## src/rtl/ashl_seq_pkg.sv

```systemverilog
// rtl/ashl_seq_pkg.sv - shared state encoding and default sizes for the shift sequencer
package ashl_seq_pkg;

  localparam int DEF_WIDTH = 8;
  localparam int DEF_CNT_W = 3;

  typedef enum logic [1:0] {
    ST_IDLE  = 2'd0,
    ST_SHIFT = 2'd1,
    ST_DONE  = 2'd2
  } state_t;

endpackage

```

## src/rtl/ashl_stage.sv

```systemverilog
// rtl/ashl_stage.sv - combinational single-bit arithmetic shift left step
module ashl_stage #(
  parameter int WIDTH = 8
) (
  input  logic [WIDTH-1:0] a,
  output logic [WIDTH-1:0] y,
  output logic             c,
  output logic             v
);

  assign y = {a[WIDTH-2:0], 1'b0};
  assign c = a[WIDTH-1];
  // Sign changes when the bit moving into the MSB differs from the current MSB.
  assign v = a[WIDTH-1] ^ a[WIDTH-2];

endmodule

```

## src/rtl/ashl_sequencer.sv

```systemverilog
// rtl/ashl_sequencer.sv - multi-cycle controller stepping a 1-bit ASL stage by a programmed amount
module ashl_sequencer
  import ashl_seq_pkg::*;
#(
  parameter int WIDTH = DEF_WIDTH,
  parameter int CNT_W = DEF_CNT_W
) (
  input  logic             clk,
  input  logic             rst,
  input  logic             start,
  input  logic [WIDTH-1:0] op1,
  input  logic [CNT_W-1:0] amount,
  output logic             busy,
  output logic             done,
  output logic [WIDTH-1:0] out,
  output logic             cout,
  output logic             ovf
);

  state_t           r_state;
  state_t           w_next;
  logic [WIDTH-1:0] r_out;
  logic             r_cout;
  logic             r_ovf;
  logic [CNT_W-1:0] r_cnt;

  logic [WIDTH-1:0] w_y;
  logic             w_c;
  logic             w_v;
  logic             w_ready;
  logic             w_accept;

  ashl_stage #(.WIDTH(WIDTH)) u_stage (
    .a (r_out),
    .y (w_y),
    .c (w_c),
    .v (w_v)
  );

  assign w_ready  = (r_state == ST_IDLE) || (r_state == ST_DONE);
  assign w_accept = w_ready && start;

  always_ff @(posedge clk or posedge rst) begin
    if (rst) begin
      r_state <= ST_IDLE;
    end else begin
      r_state <= w_next;
    end
  end

  always_comb begin
    w_next = r_state;
    case (r_state)
      ST_IDLE: begin
        if (w_accept) begin
          w_next = (amount == '0) ? ST_DONE : ST_SHIFT;
        end
      end
      ST_SHIFT: begin
        if (r_cnt == CNT_W'(1)) begin
          w_next = ST_DONE;
        end
      end
      ST_DONE: begin
        // A start in the done cycle chains straight into the next operation.
        if (w_accept) begin
          w_next = (amount == '0) ? ST_DONE : ST_SHIFT;
        end else begin
          w_next = ST_IDLE;
        end
      end
      default: w_next = ST_IDLE;
    endcase
  end

  always_ff @(posedge clk or posedge rst) begin
    if (rst) begin
      r_out  <= '0;
      r_cout <= 1'b0;
      r_ovf  <= 1'b0;
      r_cnt  <= '0;
    end else if (w_accept) begin
      r_out  <= op1;
      r_cout <= 1'b0;
      r_ovf  <= 1'b0;
      r_cnt  <= amount;
    end else if (r_state == ST_SHIFT) begin
      r_out  <= w_y;
      r_cout <= w_c;
      r_ovf  <= r_ovf | w_v;
      r_cnt  <= r_cnt - CNT_W'(1);
    end
  end

  assign busy = (r_state == ST_SHIFT);
  assign done = (r_state == ST_DONE);
  assign out  = r_out;
  assign cout = r_cout;
  assign ovf  = r_ovf;

endmodule

```

## config.mk

```make
export PLATFORM = sky130hd
export DESIGN_NAME = ashl_sequencer
export DESIGN_NICKNAME = d
export VERILOG_FILES = /design/src/rtl/ashl_seq_pkg.sv /design/src/rtl/ashl_stage.sv /design/src/rtl/ashl_sequencer.sv
export SDC_FILE = /design/constraint.sdc
export NUM_CORES = 1
export LEC_CHECK = 0
export ABC_AREA = 1
export CORE_ASPECT_RATIO = 1.1
export CORE_MARGIN = 4
export CORE_UTILIZATION = 50
export DETAILED_ROUTE_END_ITERATION = 10
export PLACE_DENSITY = 0.83
export SYNTH_ARGS = -nofsm -noshare
export SYNTH_HDL_FRONTEND = slang
export SYNTH_HIERARCHICAL = 1
export SYNTH_SLANG_ARGS = --single-unit
```

## constraint.sdc

```tcl
create_clock -name clk -period 2.3 [get_ports clk]
set_input_delay 0.575 -clock clk [delete_from_list [all_inputs] [get_ports clk]]
set_output_delay 0.575 -clock clk [all_outputs]
set_load 0.01 [all_outputs]
```

* After elaboration in Yosys (flattened, before gate mapping) *
Cells that the tools add are included.

word-level totals
  logic and storage cells = 32
  input bits = 14
  flip-flop bits (word level) = 15

cells by class
  reduce and logical (&&, ||, !) cells = 6
  equality and inequality tests = 5
  multiplexer cells = 13
  bitwise logic cells = 2
  add/subtract/negate cells = 1

operator list
  kind                                                                   count
  8-bit 2-to-1 mux                                                       2
  2-bit 2-to-1 mux                                                       4
  3-bit 2-to-1 mux                                                       2
  2-bit one-hot mux with 3 select lines                                  1
  1-bit 2-to-1 mux                                                       4
  3-bit by 1-bit equality test with 1-bit output, second input constant  1
  3-bit logical NOT                                                      1
  3-bit by 1-bit subtractor with 3-bit output, second input constant     1
  2-bit by 1-bit equality test with 1-bit output, second input constant  1
  2-bit equality test, second input constant                             1
  2-bit logical NOT                                                      1
  2-bit by 1-bit != test with 1-bit output, second input constant        1
  2-bit != test, second input constant                                   1
  2-bit AND reduction                                                    1
  2-bit nonzero test                                                     1
  1-bit logical AND                                                      1
  1-bit logical OR                                                       1
  1-bit OR                                                               1
  1-bit XOR                                                              1

* Longest topological paths before layout *
Gate-level depths: netlist of the first run.

  depth in word-level cells = 5
  gate-level depth with buffers = 8
  gate-level depth less buffers = 7

* Modules after synthesis *
The synthesis of the first run kept the hierarchy.

modules (own cells, without submodules)
  module          area each (um^2)  cells an instance  times used
  ashl_sequencer  844.6             122                1
  ashl_stage      90.1              15                 1

* Worst setup path after synthesis of the first run *
Ideal clock, no wire load.

  path kind = register to output
  from = register r_state[0]
  to = output busy
  arrival = 732 ps
  path buffers = 1
  path slack = 993 ps
  stages on the path, launching flop included = 4
  cells stage by stage = dfrtp_1 > buf_4 > inv_4 > nor2_2

between the ends
  word-level cells in the longest chain between the ends = 1

ends and longest elaborated chain
  item                                            line                  RTL
  start: declaration                              ashl_sequencer.sv:20  state_t r_state;
  start signal: assignment                        ashl_sequencer.sv:47  r_state <= w_next;
  2-bit by 1-bit equality test with 1-bit output  ashl_sequencer.sv:95  assign busy = (r_state == ST_SHIFT);
  end: declaration                                ashl_sequencer.sv:13  output logic busy,

Every way passes these cells.

* Worst setup path in the final report of the first run *
Ends and elaborated chain as after synthesis.

==> flow_metrics.env, run 1 <==
export IMPL_status="complete, no violations"
export IMPL_cts_buffers=3
export IMPL_design_die_area_mm2=0.002626
export IMPL_clockBufferDepth=2
export IMPL_ant_nets=0
export IMPL_overflow=0
export IMPL_nNetsFinal=172
export IMPL_n_fill_cell=164
export IMPL_netlist_instances=137
export IMPL_cts_resized=0
export IMPL_reg2regPathDepth=6
export IMPL_met1_usage=0.2090
export IMPL_synth_async_sr_flop_share=1.000
export IMPL_cts_max_level=1
export IMPL_drt_wirelength_per_cell_um=11.24
export IMPL_grt_usage=0.1633
export IMPL_synth_top_cell_area_share=0.4016
export IMPL_die_w_um=49.23
export IMPL_synth_distinct_cells=16
export IMPL_syn_nets=153
export IMPL_via_count=848
export IMPL_fin_util=0.6461
export IMPL_dpl_instance_area_mm2=0.001124
export IMPL_stdcell_area_mm2=0.001151
export IMPL_port_buffers=25
export IMPL_grt_pass1_wl_mm=3.277
export IMPL_core_mm2=0.001782
export IMPL_synth_edf_count=0
export IMPL_cp_slowest_cell="dfrtp_1"
export IMPL_n_antenna_cell=0
export IMPL_crit_chain="inv_4 -> nor2_2 -> clkdlybuf4s50_1"
export IMPL_first_global_vias=774
export IMPL_use_met2=0.2612
export IMPL_worst_slack_ns=0.1084
export IMPL_yosys_most_used_dff="dfrtp_1"
export IMPL_hold_class="flip-flop to flip-flop"
export IMPL_firstDrtPassIters=4
export IMPL_r2r_end="out[7]$_DFFE_PP0P_"
export IMPL_powerDensity_mw_per_mm2=1319
export IMPL_required_ns=1.73
export IMPL_post_cts_setup_buffers=0
export IMPL_rsz0062_at_grt="no"
export IMPL_holdBufCountCts=0
export IMPL_syn_cell_area_um2=934.6
export IMPL_skew_ns=0.004700
export IMPL_hold_end="r_cnt[1]$_DFFE_PP0P_"
export IMPL_syn_to_final_growth_pct=23.16
export IMPL_final_layout_size_suffix_gt1_frac=0.07742
export IMPL_ir_drop_mv=0.7163
export IMPL_tightest_slew_ns=0.5653
export IMPL_vias_per_cell=4.902
export IMPL_routed_wl_mm=1.944
export IMPL_ys_seq_area_frac=0.4016
export IMPL_ys_seq_elements=15
export IMPL_cts_sinks=15
export IMPL_worstPathArrival_ns=1.62
export IMPL_setup_viol=0
export IMPL_setup_tns_ns=0
export IMPL_drt_initial_drc_count=19
export IMPL_drc=0
export IMPL_drv_slew=0
export IMPL_leakage_nw=0.6500
export IMPL_grt_util_met3=0.03380
export IMPL_rows=16
export IMPL_gp_congestion=0.8639
export IMPL_insertion_delay_ns=0.28
export IMPL_yosysMostFrequentCell="nand2_1"
export IMPL_ioPinCount=26
export IMPL_cp_top_family="buffers and inverters"
export IMPL_fmax_ghz=0.4563
export IMPL_pre_cts_ws_ns=0.3914
export IMPL_clk_pin_slew_ns=0.10
export IMPL_relSlewSlack=0.6227
export IMPL_hp_start="r_cnt[1]$_DFFE_PP0P_"
export IMPL_chipHeight_um=53.35
export IMPL_syn_area_per_cell_um2=6.822
export IMPL_crit_path_end_kind="output port"
export IMPL_grt_busiest_layer="met2"
export IMPL_yosysWarnings=6
export IMPL_cts_tree="built"
export IMPL_finalCritPeriodShare=0.9529
export IMPL_crit_buf_inv=2
export IMPL_period_needed_ns=2.192
export IMPL_cts_root_buf="clkbuf_4"
export IMPL_antenna_found_initial=0
export IMPL_synth_area_leaders="dfrtp_1 40%, nand2_1 22%, inv_1 9.2%, nand3_1 9.1%, buf_4 8.0%"
export IMPL_max_cap_viol_count=0
export IMPL_r2r_start="r_state[0]$_DFFE_PP0P_"
export IMPL_worstHoldPathCells=2
export IMPL_grt_max_degree=16
export IMPL_start_util=0.5246
export IMPL_ff2ff_setup_slack_ns=0.98
export IMPL_yosysTopAreaCell="dfrtp_1"
export IMPL_setup_worst_path_class="flip-flop to output port"
export IMPL_critPathMaxFanout=9
export IMPL_place_hpwl_mm=1.496
export IMPL_synthTopCellsByCount="55 x nand2_1, 23 x inv_1, 17 x nand3_1, 15 x dfrtp_1, 10 x buf_4"
export IMPL_crit_path_max_incr_delay_ns=0.55
export IMPL_final_hold_violation_count=0
export IMPL_cp_start_kind="flip-flop"
## final cells by class
| cell class | instances | area [um^2] | area share |
|---|---|---|---|
| flip-flops and latches | 15 | 375.4 | 0.3261 |
| multi-input cells | 83 | 364.1 | 0.3163 |
| repair buffers | 26 | 257.7 | 0.2239 |
| inverters | 27 | 103.9 | 0.09022 |
| clock buffers | 3 | 22.52 | 0.01957 |
| well taps | 18 | 22.52 | 0.01957 |
| clock inverters | 1 | 5.005 | 0.004348 |
## placed cells by master (no fill, tap or decap)
cell type	count
nand2_1	55
nor2_1	4
inv_2	3
inv_1	23
dfrtp_1	15
conb_1	1
nand3_1	17
inv_4	1
clkbuf_4	3
buf_4	1
clkdlybuf4s50_1	25
nand2_2	1
nand2_4	1
nor2_2	1
ha_1	2
a21oi_1	1
clkinv_2	1
## per-stage QoR
| step | total power, mW | hold slack [ns] | cells |
|---|---|---|---|
| 3_3_place_gp | 1.337 | 0.4580 | 169 |
| 2_1_floorplan | 1.136 | 0.4486 | 137 |
| 3_5_place_dp | 1.370 | 0.4690 | 169 |
| 6_report | 1.518 | 0.4912 | 173 |
| 5_1_grt | 1.672 | 0.5322 | 173 |
| 4_1_cts | 1.524 | 0.4908 | 173 |
## tightest hold or removal path: stages, from the launching register on
cell and delay, ns:
dfrtp_1 0.35, nand2_1 0.06, nand2_1 0.06
## flip-flops by register name, summed over array words and instances, names as in the netlist
name and count:
r_cnt 3, r_state 2, cout 1, ovf 1, out 8
## power by group
| group | total [mW] | leakage, nW | internal, mW | switching [mW] |
|---|---|---|---|---|
| logic | 0.839 | 0.450 | 0.386 | 0.454 |
| registers | 0.524 | 0.183 | 0.398 | 0.126 |
| clock network | 0.154 | 0.0177 | 0.0645 | 0.0897 |
## layer usage
metal | wire length (um) | part of all wire
met1 | 875 | 0.45
met2 | 935 | 0.48
met3 | 106 | 0.055
met4 | 27 | 0.014
met5 | 0 | 0
## how the worst max path moves through the flow
| stage | cells past startpoint | endpoint | from | slack, ns |
|---|---|---|---|---|
| after detailed placement | 6 | r_cnt[0]$_DFFE_PP0P_ | start | 0.39 |
| after CTS | 3 | busy | r_state[0]$_DFFE_PP0P_ | 0.11 |
| after floorplan | 3 | busy | r_state[0]$_DFFE_PP0P_ | 0.99 |
| final | 3 | busy | r_state[0]$_DFFE_PP0P_ | 0.11 |
| after global placement | 6 | out[7]$_DFFE_PP0P_ | start | 0.42 |
| after global routing | 3 | busy | r_state[0]$_DFFE_PP0P_ | 0.03 |
## cells by family after synthesis
logic type / after synthesis / synth area share
other: 1 / 0.004012
AND/OR/NAND/NOR: 79 / 0.3534
adder cells (fa/ha/maj): 2 / 0.02677
flip-flops: 15 / 0.4016
AO/OA/AOI/OAI: 1 / 0.005350
buffers and inverters: 39 / 0.2088
No activity file was read; power rests on OpenSTA's default activity.
==> run 2: changes to the inputs <==
--- a/config.mk
+++ b/config.mk
@@ -7,7 +7,7 @@
 export LEC_CHECK = 0
 export ABC_AREA = 1
 export CORE_ASPECT_RATIO = 1.1
-export CORE_MARGIN = 4
+export CORE_MARGIN = 2
 export CORE_UTILIZATION = 50
 export DETAILED_ROUTE_END_ITERATION = 10
 export PLACE_DENSITY = 0.83
==> run 2 against run 1 <==
First-iteration DRC count grew 11%. Clock power is essentially flat. Clock skew shrank 0.0038 ns. Critical path depth is the same. Critical path type unchanged. Critical endpoint unchanged. Largest cell class unchanged. Highest routed layer unchanged.
==> flow_metrics.env, run 2 (synthesis gave the netlist of run 1 again) <==
export IMPL_port_buffers=25
export IMPL_rsz0062_at_grt="no"
export IMPL_design_die_area_mm2=0.002232
export IMPL_place_hpwl_mm=1.362
export IMPL_hold_class="flip-flop to flip-flop"
export IMPL_cts_resized=0
export IMPL_ant_nets=0
export IMPL_tightest_slew_ns=0.5750
export IMPL_insertion_delay_ns=0.28
export IMPL_cts_max_level=1
export IMPL_dr_wl_met2_um=868
export IMPL_holdBufCountCts=0
export IMPL_period_needed_ns=2.182
export IMPL_cp_start_kind="flip-flop"
export IMPL_antenna_found_initial=0
export IMPL_grt_pass1_wl_mm=3.070
export IMPL_ir_drop_mv=0.7259
export IMPL_final_hold_violation_count=0
export IMPL_hold_end="cout$_DFFE_PP0P_"
export IMPL_dpl_instance_area_mm2=0.001124
export IMPL_hold_ws_ns=0.4823
export IMPL_ioPinCount=26
export IMPL_grt_usage=0.1853
export IMPL_gp_congestion=0.8237
export IMPL_clk_pin_slew_ns=0.09
export IMPL_vias_per_cell=4.827
export IMPL_relSlewSlack=0.6162
export IMPL_ff2ff_setup_slack_ns=1.02
export IMPL_n_fill_cell=146
export IMPL_fmax_ghz=0.4582
export IMPL_n_antenna_cell=0
export IMPL_topRoutingLayerUsed="met4"
export IMPL_core_mm2=0.001762
export IMPL_grt_max_degree=16
export IMPL_finalCritPeriodShare=0.9489
export IMPL_setup_tns_ns=0
export IMPL_cts_root_buf="clkbuf_4"
export IMPL_status="complete, no violations"
export IMPL_nNetsFinal=172
export IMPL_leakage_nw=0.6473
export IMPL_cts_buffers=3
export IMPL_setup_viol=0
export IMPL_powerDensity_mw_per_mm2=1307
export IMPL_max_cap_viol_count=0
export IMPL_post_cts_setup_buffers=0
export IMPL_cts_sinks=15
export IMPL_required_ns=1.73
export IMPL_worst_slack_ns=0.1175
export IMPL_worstPathArrival_ns=1.61
export IMPL_stdcell_area_mm2=0.001150
export IMPL_syn_to_final_growth_pct=23.03
export IMPL_rows=16
export IMPL_start_util=0.5305
export IMPL_final_layout_size_suffix_gt1_frac=0.07097
export IMPL_drt_wirelength_per_cell_um=10.46
export IMPL_critPathMaxFanout=9
export IMPL_largest_reg_flops=8
export IMPL_firstDrtPassIters=4
export IMPL_clockBufferDepth=2
export IMPL_r2r_start="r_state[0]$_DFFE_PP0P_"
export IMPL_drc=0
export IMPL_overflow=0
export IMPL_r2r_end="r_cnt[1]$_DFFE_PP0P_"
export IMPL_reg2regPathDepth=6
export IMPL_die_w_um=45.23
export IMPL_chipHeight_um=49.35
export IMPL_drt_initial_drc_count=21
export IMPL_pre_cts_ws_ns=0.4111
export IMPL_mostFrequentLayoutCells="55 x nand2_1, 25 x clkdlybuf4s50_1, 23 x inv_1"
export IMPL_hp_start="cout$_DFFE_PP0P_"
export IMPL_skew_ns=0.0008915
export IMPL_mostFrequentLayoutCell="nand2_1"
export IMPL_cts_tree="built"
export IMPL_drv_slew=0
export IMPL_wl_met3_um=100
export IMPL_met1_length_um=795
export IMPL_first_global_vias=729
export IMPL_worstHoldPathCells=2
export IMPL_routed_wl_mm=1.809
export IMPL_crit_path_end_kind="output port"
export IMPL_via_count=835
export IMPL_total_power_mw=1.502
export IMPL_setup_worst_path_class="flip-flop to output port"
-- run 2: critical path, cell delays in order (launching register included) --
cell and delay, ns:
dfrtp_1 0.54, inv_4 0.11, nor2_2 0.13, clkdlybuf4s50_1 0.55
-- run 2: final cells by class --
type / instances / area (um^2) / share of cell area
multi-input combinational: 83 / 364.1 / 0.3166
clock buffer: 4 / 26.28 / 0.02285
sequential: 15 / 375.4 / 0.3264
tap: 18 / 22.52 / 0.01959
inverter: 27 / 103.9 / 0.09032
timing repair buffer: 26 / 257.7 / 0.2242
-- run 2: worst max-delay path by stage --
stage                                       from            endpoint  slack, ns  depth (start not counted)
after detailed placement                   start  out[7]$_DFFE_PP0P_       0.41                          6
after global routing      r_state[0]$_DFFE_PP0P_                busy       0.02                          3
after CTS                 r_state[0]$_DFFE_PP0P_                busy       0.11                          3
after floorplan           r_state[0]$_DFFE_PP0P_                busy       0.99                          3
after global placement    r_state[0]$_DFFE_PP0P_                busy       0.43                          3
final                     r_state[0]$_DFFE_PP0P_                busy       0.12                          3
-- run 2: stage by stage --
stage,utilization,cells
floorplan,-,137
global placement,0.6378,169
detailed placement,0.6378,169
CTS,0.6527,173
global route,0.6527,173
finish,0.6527,173
-- run 2: power breakdown --
part / leakage, nW / internal [mW] / switching (mW)
registers: 0.183 / 0.399 / 0.121
clock network: 0.0150 / 0.0673 / 0.0836
logic: 0.450 / 0.385 / 0.447
total: 0.647 / 0.851 / 0.651
-- run 2: routing by layer --
layer	track usage	up-vias
met5	0	-
met4	0.07353	0
met3	0.03704	7
met2	0.3024	22
met1	0.2320	379
li1	-	427
